### src/rtl/fcvt_pkg.sv
// fcvt_pkg: shared types and constants for the float<->int conversion unit.
//   fcvt_op_e / fcvt_rm_e : operation and rounding-mode encodings
//   fcvt_s1_t / fcvt_s2_t : payloads after unpack and after align/normalise
//   round_up()            : magnitude round-increment decision
package fcvt_pkg;

    typedef enum logic [1:0] {
        OP_F2I_S = 2'b00,
        OP_F2I_U = 2'b01,
        OP_I2F_S = 2'b10,
        OP_I2F_U = 2'b11
    } fcvt_op_e;

    typedef enum logic [1:0] {
        RM_RNE     = 2'b00,
        RM_RTZ     = 2'b01,
        RM_RMM     = 2'b10,
        RM_RNE_ALT = 2'b11   // reserved encoding, rounds like RNE
    } fcvt_rm_e;

    localparam int unsigned FLT_EXP_W = 8;
    localparam int unsigned FLT_MAN_W = 23;
    localparam int unsigned FLT_SIG_W = 24;
    localparam int unsigned INT_W     = 32;

    localparam logic [7:0] FLT_BIAS = 8'd127;
    // Exponent field of 2^31: hidden bit lands on bit 31 of the integer.
    localparam logic [7:0] EXP_2P31 = FLT_BIAS + 8'd31;
    // Fields at/above this are |x| >= 2^32 (includes Inf/NaN).
    localparam logic [7:0] EXP_BIG  = FLT_BIAS + 8'd32;
    // Fields below this are |x| < 2^-32: only a sticky bit survives.
    localparam logic [7:0] EXP_TINY = FLT_BIAS - 8'd32;

    localparam logic [31:0] SAT_S_POS = 32'h7FFF_FFFF;
    localparam logic [31:0] SAT_S_NEG = 32'h8000_0000;
    localparam logic [31:0] SAT_U_POS = 32'hFFFF_FFFF;

    typedef struct packed {
        fcvt_op_e    op;
        fcvt_rm_e    rm;
        logic        sign;
        logic        is_nan;
        logic        is_big;
        logic        is_tiny;
        logic        is_zero;   // F2I: zero/subnormal; I2F: zero operand
        logic        sub_nz;
        logic [5:0]  shamt;     // F2I right-align amount
        logic [31:0] mag;       // F2I: {hidden, mantissa}; I2F: |operand|
    } fcvt_s1_t;

    typedef struct packed {
        fcvt_op_e    op;
        fcvt_rm_e    rm;
        logic        sign;
        logic        is_nan;
        logic        is_big;
        logic        is_zero;
        logic [31:0] body;      // F2I: integer part; I2F: normalised magnitude
        logic        rnd;       // F2I first discarded bit
        logic        stk;       // F2I OR of remaining discarded bits
        logic [5:0]  lz;        // I2F leading-zero count
    } fcvt_s2_t;

    function automatic logic round_up(input fcvt_rm_e rm, input logic lsb,
                                      input logic rnd, input logic stk);
        case (rm)
            RM_RTZ:  return 1'b0;
            RM_RMM:  return rnd;
            default: return rnd & (stk | lsb);
        endcase
    endfunction

endpackage

### src/rtl/fcvt_unit_lzc32.sv
// lzc32: 32-bit leading-zero counter.
//   data_i : value to scan
//   cnt_o  : number of leading zeros, 32 when data_i is zero
module lzc32 (
    input  logic [31:0] data_i,
    output logic [5:0]  cnt_o
);

    // Ascending scan so the highest set bit writes last and wins.
    always_comb begin
        cnt_o = 6'd32;
        for (int unsigned i = 0; i < 32; i++) begin
            if (data_i[i]) cnt_o = 6'(31 - i);
        end
    end

endmodule

### src/rtl/fcvt_unit.sv
// fcvt_unit: pipelined binary32 <-> 32-bit integer converter, valid/ready.
//   clk, rstn           : clock, asynchronous active-low reset
//   in_valid/in_ready   : request handshake (in_ready = global advance)
//   in_op, in_rm        : operation and rounding mode
//   in_data, in_tag     : operand and opaque tag
//   out_valid/out_ready : result handshake
//   out_data, out_tag   : result and its tag
//   out_nv, out_nx      : invalid and inexact flags
// Datapath: unpack -> [reg if STAGES>=2] -> align/LZC/normalise
//           -> [reg if STAGES==3] -> round/saturate/pack -> output reg.
module fcvt_unit
    import fcvt_pkg::*;
#(
    parameter int unsigned STAGES = 2,
    parameter int unsigned TAG_W  = 4
) (
    input  logic             clk,
    input  logic             rstn,
    input  logic             in_valid,
    output logic             in_ready,
    input  logic [1:0]       in_op,
    input  logic [1:0]       in_rm,
    input  logic [31:0]      in_data,
    input  logic [TAG_W-1:0] in_tag,
    output logic             out_valid,
    input  logic             out_ready,
    output logic [31:0]      out_data,
    output logic [TAG_W-1:0] out_tag,
    output logic             out_nv,
    output logic             out_nx
);

    logic adv;

    logic             out_valid_q;
    logic [31:0]      out_data_q;
    logic [TAG_W-1:0] out_tag_q;
    logic             out_nv_q;
    logic             out_nx_q;

    assign adv      = !out_valid_q || out_ready;
    assign in_ready = adv;

    // ---------------- unpack ----------------
    fcvt_op_e   op_w;
    logic [7:0] f_exp;
    logic [22:0] f_man;
    fcvt_s1_t   s1_d;

    assign op_w  = fcvt_op_e'(in_op);
    assign f_exp = in_data[30:23];
    assign f_man = in_data[22:0];

    always_comb begin
        s1_d    = '0;
        s1_d.op = op_w;
        s1_d.rm = fcvt_rm_e'(in_rm);
        if (op_w == OP_F2I_S || op_w == OP_F2I_U) begin
            s1_d.sign    = in_data[31];
            s1_d.is_nan  = (f_exp == 8'hFF) && (f_man != '0);
            s1_d.is_big  = (f_exp >= EXP_BIG);
            s1_d.is_zero = (f_exp == 8'd0);
            s1_d.sub_nz  = (f_exp == 8'd0) && (f_man != '0);
            s1_d.is_tiny = (f_exp != 8'd0) && (f_exp < EXP_TINY);
            s1_d.mag     = {8'd0, 1'b1, f_man};
            if (!s1_d.is_big && !s1_d.is_tiny && !s1_d.is_zero)
                s1_d.shamt = 6'(EXP_2P31 - f_exp);
        end else begin
            s1_d.sign    = (op_w == OP_I2F_S) && in_data[31];
            s1_d.mag     = s1_d.sign ? (~in_data + 32'd1) : in_data;
            s1_d.is_zero = (in_data == '0);
        end
    end

    // ---------------- optional register after unpack ----------------
    fcvt_s1_t         s2_in;
    logic             s2_in_v;
    logic [TAG_W-1:0] s2_in_tag;

    generate
        if (STAGES >= 2) begin : g_reg_unpack
            fcvt_s1_t         r_q;
            logic             v_q;
            logic [TAG_W-1:0] tag_q;

            always_ff @(posedge clk or negedge rstn) begin
                if (!rstn) begin
                    v_q   <= 1'b0;
                    r_q   <= '0;
                    tag_q <= '0;
                end else if (adv) begin
                    v_q   <= in_valid;
                    r_q   <= s1_d;
                    tag_q <= in_tag;
                end
            end

            assign s2_in     = r_q;
            assign s2_in_v   = v_q;
            assign s2_in_tag = tag_q;
        end else begin : g_pass_unpack
            assign s2_in     = s1_d;
            assign s2_in_v   = in_valid;
            assign s2_in_tag = in_tag;
        end
    endgenerate

    // ---------------- align (F2I) / LZC + normalise (I2F) ----------------
    logic [5:0]  lz_w;
    logic [63:0] wide_w;
    logic [63:0] wide_sh_w;
    logic        lost_w;
    fcvt_s2_t    s2_d;

    lzc32 u_lzc (
        .data_i (s2_in.mag),
        .cnt_o  (lz_w)
    );

    // Significand placed so its hidden bit sits at bit 63 (value 2^31);
    // after the right shift, [63:32] is the integer part and [31:0] the
    // fraction. Bits pushed below bit 0 fold into sticky through lost_w.
    assign wide_w    = {s2_in.mag[23:0], 40'd0};
    assign wide_sh_w = wide_w >> s2_in.shamt;
    assign lost_w    = |(wide_w & ~(64'hFFFF_FFFF_FFFF_FFFF << s2_in.shamt));

    always_comb begin
        s2_d         = '0;
        s2_d.op      = s2_in.op;
        s2_d.rm      = s2_in.rm;
        s2_d.sign    = s2_in.sign;
        s2_d.is_nan  = s2_in.is_nan;
        s2_d.is_big  = s2_in.is_big;
        s2_d.is_zero = s2_in.is_zero;
        if (s2_in.op == OP_F2I_S || s2_in.op == OP_F2I_U) begin
            if (s2_in.is_zero) begin
                s2_d.stk = s2_in.sub_nz;
            end else if (s2_in.is_tiny) begin
                s2_d.stk = 1'b1;
            end else begin
                s2_d.body = wide_sh_w[63:32];
                s2_d.rnd  = wide_sh_w[31];
                s2_d.stk  = (|wide_sh_w[30:0]) | lost_w;
            end
        end else begin
            s2_d.body = s2_in.mag << lz_w;
            s2_d.lz   = lz_w;
        end
    end

    // ---------------- optional register after align/normalise ----------------
    fcvt_s2_t         s3_in;
    logic             s3_in_v;
    logic [TAG_W-1:0] s3_in_tag;

    generate
        if (STAGES >= 3) begin : g_reg_shift
            fcvt_s2_t         r_q;
            logic             v_q;
            logic [TAG_W-1:0] tag_q;

            always_ff @(posedge clk or negedge rstn) begin
                if (!rstn) begin
                    v_q   <= 1'b0;
                    r_q   <= '0;
                    tag_q <= '0;
                end else if (adv) begin
                    v_q   <= s2_in_v;
                    r_q   <= s2_d;
                    tag_q <= s2_in_tag;
                end
            end

            assign s3_in     = r_q;
            assign s3_in_v   = v_q;
            assign s3_in_tag = tag_q;
        end else begin : g_pass_shift
            assign s3_in     = s2_d;
            assign s3_in_v   = s2_in_v;
            assign s3_in_tag = s2_in_tag;
        end
    endgenerate

    // ---------------- round / saturate / pack ----------------
    logic        f_inc;
    logic [32:0] f_mag;
    logic        f_inexact;
    logic        i_inc;
    logic [24:0] i_sig;
    logic [7:0]  i_exp;
    logic [31:0] res_data;
    logic        res_nv;
    logic        res_nx;

    assign f_inc     = round_up(s3_in.rm, s3_in.body[0], s3_in.rnd, s3_in.stk);
    assign f_mag     = {1'b0, s3_in.body} + {32'd0, f_inc};
    assign f_inexact = s3_in.rnd | s3_in.stk;

    assign i_inc = round_up(s3_in.rm, s3_in.body[8], s3_in.body[7], |s3_in.body[6:0]);
    assign i_sig = {1'b0, s3_in.body[31:8]} + {24'd0, i_inc};
    // A rounding carry leaves i_sig = 2^24, whose low 23 bits are already 0.
    assign i_exp = EXP_2P31 - {2'b00, s3_in.lz} + {7'd0, i_sig[24]};

    always_comb begin
        res_data = '0;
        res_nv   = 1'b0;
        res_nx   = 1'b0;
        case (s3_in.op)
            OP_F2I_S: begin
                if (s3_in.is_nan) begin
                    res_data = SAT_S_POS;
                    res_nv   = 1'b1;
                end else if (s3_in.is_big) begin
                    res_data = s3_in.sign ? SAT_S_NEG : SAT_S_POS;
                    res_nv   = 1'b1;
                end else if (!s3_in.sign && f_mag > {1'b0, SAT_S_POS}) begin
                    res_data = SAT_S_POS;
                    res_nv   = 1'b1;
                end else if (s3_in.sign && f_mag > {1'b0, SAT_S_NEG}) begin
                    res_data = SAT_S_NEG;
                    res_nv   = 1'b1;
                end else begin
                    res_data = s3_in.sign ? (~f_mag[31:0] + 32'd1) : f_mag[31:0];
                    res_nx   = f_inexact;
                end
            end
            OP_F2I_U: begin
                if (s3_in.is_nan) begin
                    res_data = SAT_U_POS;
                    res_nv   = 1'b1;
                end else if (s3_in.is_big) begin
                    res_data = s3_in.sign ? 32'd0 : SAT_U_POS;
                    res_nv   = 1'b1;
                end else if (s3_in.sign) begin
                    // Negative values that round to zero are merely inexact.
                    res_data = 32'd0;
                    res_nv   = (f_mag != '0);
                    res_nx   = (f_mag == '0) && f_inexact;
                end else if (f_mag[32]) begin
                    res_data = SAT_U_POS;
                    res_nv   = 1'b1;
                end else begin
                    res_data = f_mag[31:0];
                    res_nx   = f_inexact;
                end
            end
            default: begin
                if (!s3_in.is_zero) begin
                    res_data = {s3_in.sign, i_exp, i_sig[22:0]};
                    res_nx   = |s3_in.body[7:0];
                end
            end
        endcase
    end

    // ---------------- output register ----------------
    always_ff @(posedge clk or negedge rstn) begin
        if (!rstn) begin
            out_valid_q <= 1'b0;
            out_data_q  <= '0;
            out_tag_q   <= '0;
            out_nv_q    <= 1'b0;
            out_nx_q    <= 1'b0;
        end else if (adv) begin
            out_valid_q <= s3_in_v;
            out_data_q  <= res_data;
            out_tag_q   <= s3_in_tag;
            out_nv_q    <= res_nv;
            out_nx_q    <= res_nx;
        end
    end

    assign out_valid = out_valid_q;
    assign out_data  = out_data_q;
    assign out_tag   = out_tag_q;
    assign out_nv    = out_nv_q;
    assign out_nx    = out_nx_q;

endmodule
### config.mk
export PLATFORM = sky130hd
export DESIGN_NAME = fcvt_unit
export DESIGN_NICKNAME = d
export VERILOG_FILES = /design/src/rtl/fcvt_pkg.sv /design/src/rtl/fcvt_unit_lzc32.sv /design/src/rtl/fcvt_unit.sv
export SDC_FILE = /design/constraint.sdc
export NUM_CORES = 1
export LEC_CHECK = 0
export CAP_MARGIN = 0
export CORE_MARGIN = 4
export CORE_UTILIZATION = 50
export DETAILED_ROUTE_END_ITERATION = 6
export GPL_TIMING_DRIVEN = 0
export PLACE_DENSITY = 0.69
export SYNTH_ARGS = -nofsm -noshare
export SYNTH_HDL_FRONTEND = slang
export SYNTH_SLANG_ARGS = --single-unit
### constraint.sdc
create_clock -name clk -period 8.99 [get_ports clk]
set_input_delay 1.3485 -clock clk [delete_from_list [all_inputs] [get_ports clk]]
set_output_delay 1.3485 -clock clk [all_outputs]
set_load 0.02 [all_outputs]
==> results.sh <==
export IMPL_floorplan_die_height_um=171
export IMPL_routabilityCongestion=1.16
export IMPL_layout_drive_gt1_share_pct=7.64
export IMPL_synth_most_common_cell="nand2_1"
export IMPL_syn_instance_count=1892
export IMPL_die_w_um=171
export IMPL_htree_num_levels=3
export IMPL_synth_seq_cells=92
export IMPL_cpLargestDelayFamily="simple AND/OR/NAND/NOR gates"
export IMPL_viasPerCell=7.37
export IMPL_io_pin_count=84
export IMPL_design_area_um2=14800
export IMPL_critPathKind="register to register"
export IMPL_finalSetupTns_ns=0
export IMPL_yosysTopAreaCellShare_pct=17.4
export IMPL_num_vias=17100
export IMPL_coreArea_um2=26100
export IMPL_tightest_slew_ns=1.15
export IMPL_muxShareOfSynthArea_pct=7.60
export IMPL_start_util_pct=50.7
export IMPL_syn_area_um2=13200
export IMPL_cts_buffer_depth=2
export IMPL_drtPass1Iterations=7
export IMPL_hold_viol=0
export IMPL_drt_initial_drc_count=3192
export IMPL_ir_drop_v=0.000158
export IMPL_avgRoutedWirePerCell_um=27.9
export IMPL_synth_ff_type="dfrtp_1"
export IMPL_setup_viol=0
export IMPL_cts_tree="yes"
export IMPL_hpwl_um=51500
export IMPL_yosysUniqueCellTypes=96
export IMPL_grt_pass1_wl_um=96600
export IMPL_grt_overflow=0
export IMPL_mappedNetlistNets=1949
export IMPL_outcome="complete, but fails checks"
export IMPL_min_period_ns=8.69
export IMPL_synth_simple_area_share_pct=27.5
export IMPL_clock_sinks=92
export IMPL_grt_pass1_vias=15600
export IMPL_skew_ns=0.0186
export IMPL_synth_edff_count=0
export IMPL_ant_nets=0
export IMPL_cts_hold_buf=0
export IMPL_grt_antenna_before_repair=2
export IMPL_clk_pin_slew_worst_paths_ns=0.08
export IMPL_critPathMaxStageDelay_ns=0.70
export IMPL_grtUsageTotal_pct=43.2
export IMPL_max_freq_mhz=115
export IMPL_start_kind="register"
export IMPL_fin_total_pwr_mw=3.51
export IMPL_diodes=0
export IMPL_dieArea_um2=29100
export IMPL_critPathBufInv=7
export IMPL_cp_slowest_cell="or4_1"
export IMPL_slew_headroom_pct=22.6
export IMPL_syn2layout_area_growth_pct=12.2
export IMPL_synth_area_leaders="dfrtp_1, nand2_1, o21ai_0, a21oi_1, nor2_1"
export IMPL_p_leak_nw=5.34
export IMPL_synth_compound_gate_area_share_pct=33.9
export IMPL_syn_mean_instance_area_um2=6.99
export IMPL_async_flop_share_pct=100
export IMPL_grt_max_degree=66
export IMPL_rsz0062_at_grt="false"
export IMPL_placed_area_um2=14500
export IMPL_crit_required_ns=9.29
export IMPL_yosysTopAreaCell="dfrtp_1"
export IMPL_row_count=59
export IMPL_port_buffers=80
export IMPL_yosysSeqAreaShare_pct=17.4
export IMPL_max_cap_viol_count=0
export IMPL_path_max_fanout=10
export IMPL_cp_end_kind="register"
export IMPL_period_share_pct=96.7
export IMPL_cts_root_buf="clkbuf_16"
export IMPL_violations="design-rule violations"
export IMPL_synthAdderAreaFrac_pct=1.23
export IMPL_cts_buffers=9
export IMPL_drc=2
export IMPL_synth_warnings=0
export IMPL_nNetsFinal=2042
export IMPL_final_max_slew_viol_count=0
export IMPL_clk_insertion_delay_late_ns=0.37
export IMPL_cp_arrival_ns=8.99
export IMPL_power_density_nw_per_um2=237
export IMPL_synth_xor_area_share_pct=6.03
export IMPL_routed_wl_um=65000
export IMPL_synth_top_family_by_area="compound AO/OA/AOI/OAI gates"
export IMPL_synth_common_cells="nand2_1, nor2_1, o21ai_0, a21oi_1, clkbuf_1"
export IMPL_hold_path_class="register to register"
-- what timing repair did --
item | in CTS | in global routing
gates resized for setup | 1 | 10
setup endpoints to repair | 8 | 34
buffers inserted | 0 | 1
-- final timing paths --
path,from,endpoint,slack [ns],cells after the start
worst max register to register,g_reg_unpack.r_q[34],out_data[21],0.30,29
worst min register to register,g_reg_unpack.v_q,g_reg_unpack.v_q,0.46,2
min in group asynchronous,rstn,out_data[4],0.92,1
worst max-delay path,g_reg_unpack.r_q[34],out_data[21],0.30,29
max in group asynchronous,rstn,g_reg_unpack.r_q[38],7.38,2
worst min-delay path,g_reg_unpack.v_q,g_reg_unpack.v_q,0.46,2
-- worst register-to-register path: cells and delay by family (launching register included) --
family	cells	cell delay, ns
fa+ha+maj	2	0.43
xor+xnor	2	0.50
flops	1	0.48
compound gates	5	1.38
buf+inv	7	2.38
simple gates	13	3.46
-- layer usage --
metal | up-vias | share of wire (%) | GRT usage, %
met5 | - | 0.046 | 0
met4 | 6 | 4.7 | 15.6
met3 | 283 | 17 | 17.9
met2 | 1563 | 39 | 59.8
met1 | 7983 | 40 | 60.2
li1 | 7308 | - | -
-- where the power goes --
part	internal, mW	switching, mW
logic	0.796	1.69
clock network	0.224	0.211
registers	0.507	0.0799
total	1.53	1.98
-- metrics by stage --
stage | instances | hold slack [ns] | util, % | setup WS, ns
finish | 2325 | 0.462 | 56.9 | 0.300
floorplan | 1892 | 0.430 | - | 2.59
detailed placement | 2308 | 0.447 | 55.5 | -0.0654
global placement | 2307 | 0.447 | 55.4 | -0.144
global route | 2325 | 0.506 | 56.9 | 0.0660
CTS | 2324 | 0.467 | 56.8 | 0.0621
-- cells in the final DEF, fill, tap and decap left out, types with 40 or more instances in the layout --
cell / instances
a211oi_1: 40
a21oi_1: 144
a31oi_1: 41
clkbuf_1: 99
clkdlybuf4s50_1: 79
dfrtp_1: 92
inv_1: 43
mux2i_1: 61
nand2_1: 241
nand3_1: 64
nor2_1: 176
nor3_1: 62
o21ai_0: 154
xnor2_1: 46
xor2_1: 45
-- sequential cells by signal, indices dropped and copies added, names as in the netlist --
name / cells
g_reg_unpack.v_q: 1
g_reg_unpack.r_q: 48
g_reg_unpack.tag_q: 4
out_nv: 1
out_data: 32
out_tag: 4
out_valid: 1
out_nx: 1
-- cell type report --
type                            count  area, µm²
Clock buffer                        9        225
Sequential cell                    92       2300
Multi-Input combinational cell   1600      10100
Tap cell                          335        419
Timing Repair Buffer               82        833
Buffer                            155        671
Fill cell                        2527      11200
Clock inverter                      7       91.3
Inverter                           45        169
-- cells by family after synthesis --
kind of cell,Yosys count
muxes,82
xor gates and xnor gates,91
AOI/OAI and AO/OA,669
and+or+nand+nor,745
buffers and inverters,200
DFF,92
adders and majority gates,13
No activity file was read; power rests on OpenSTA's default activity.
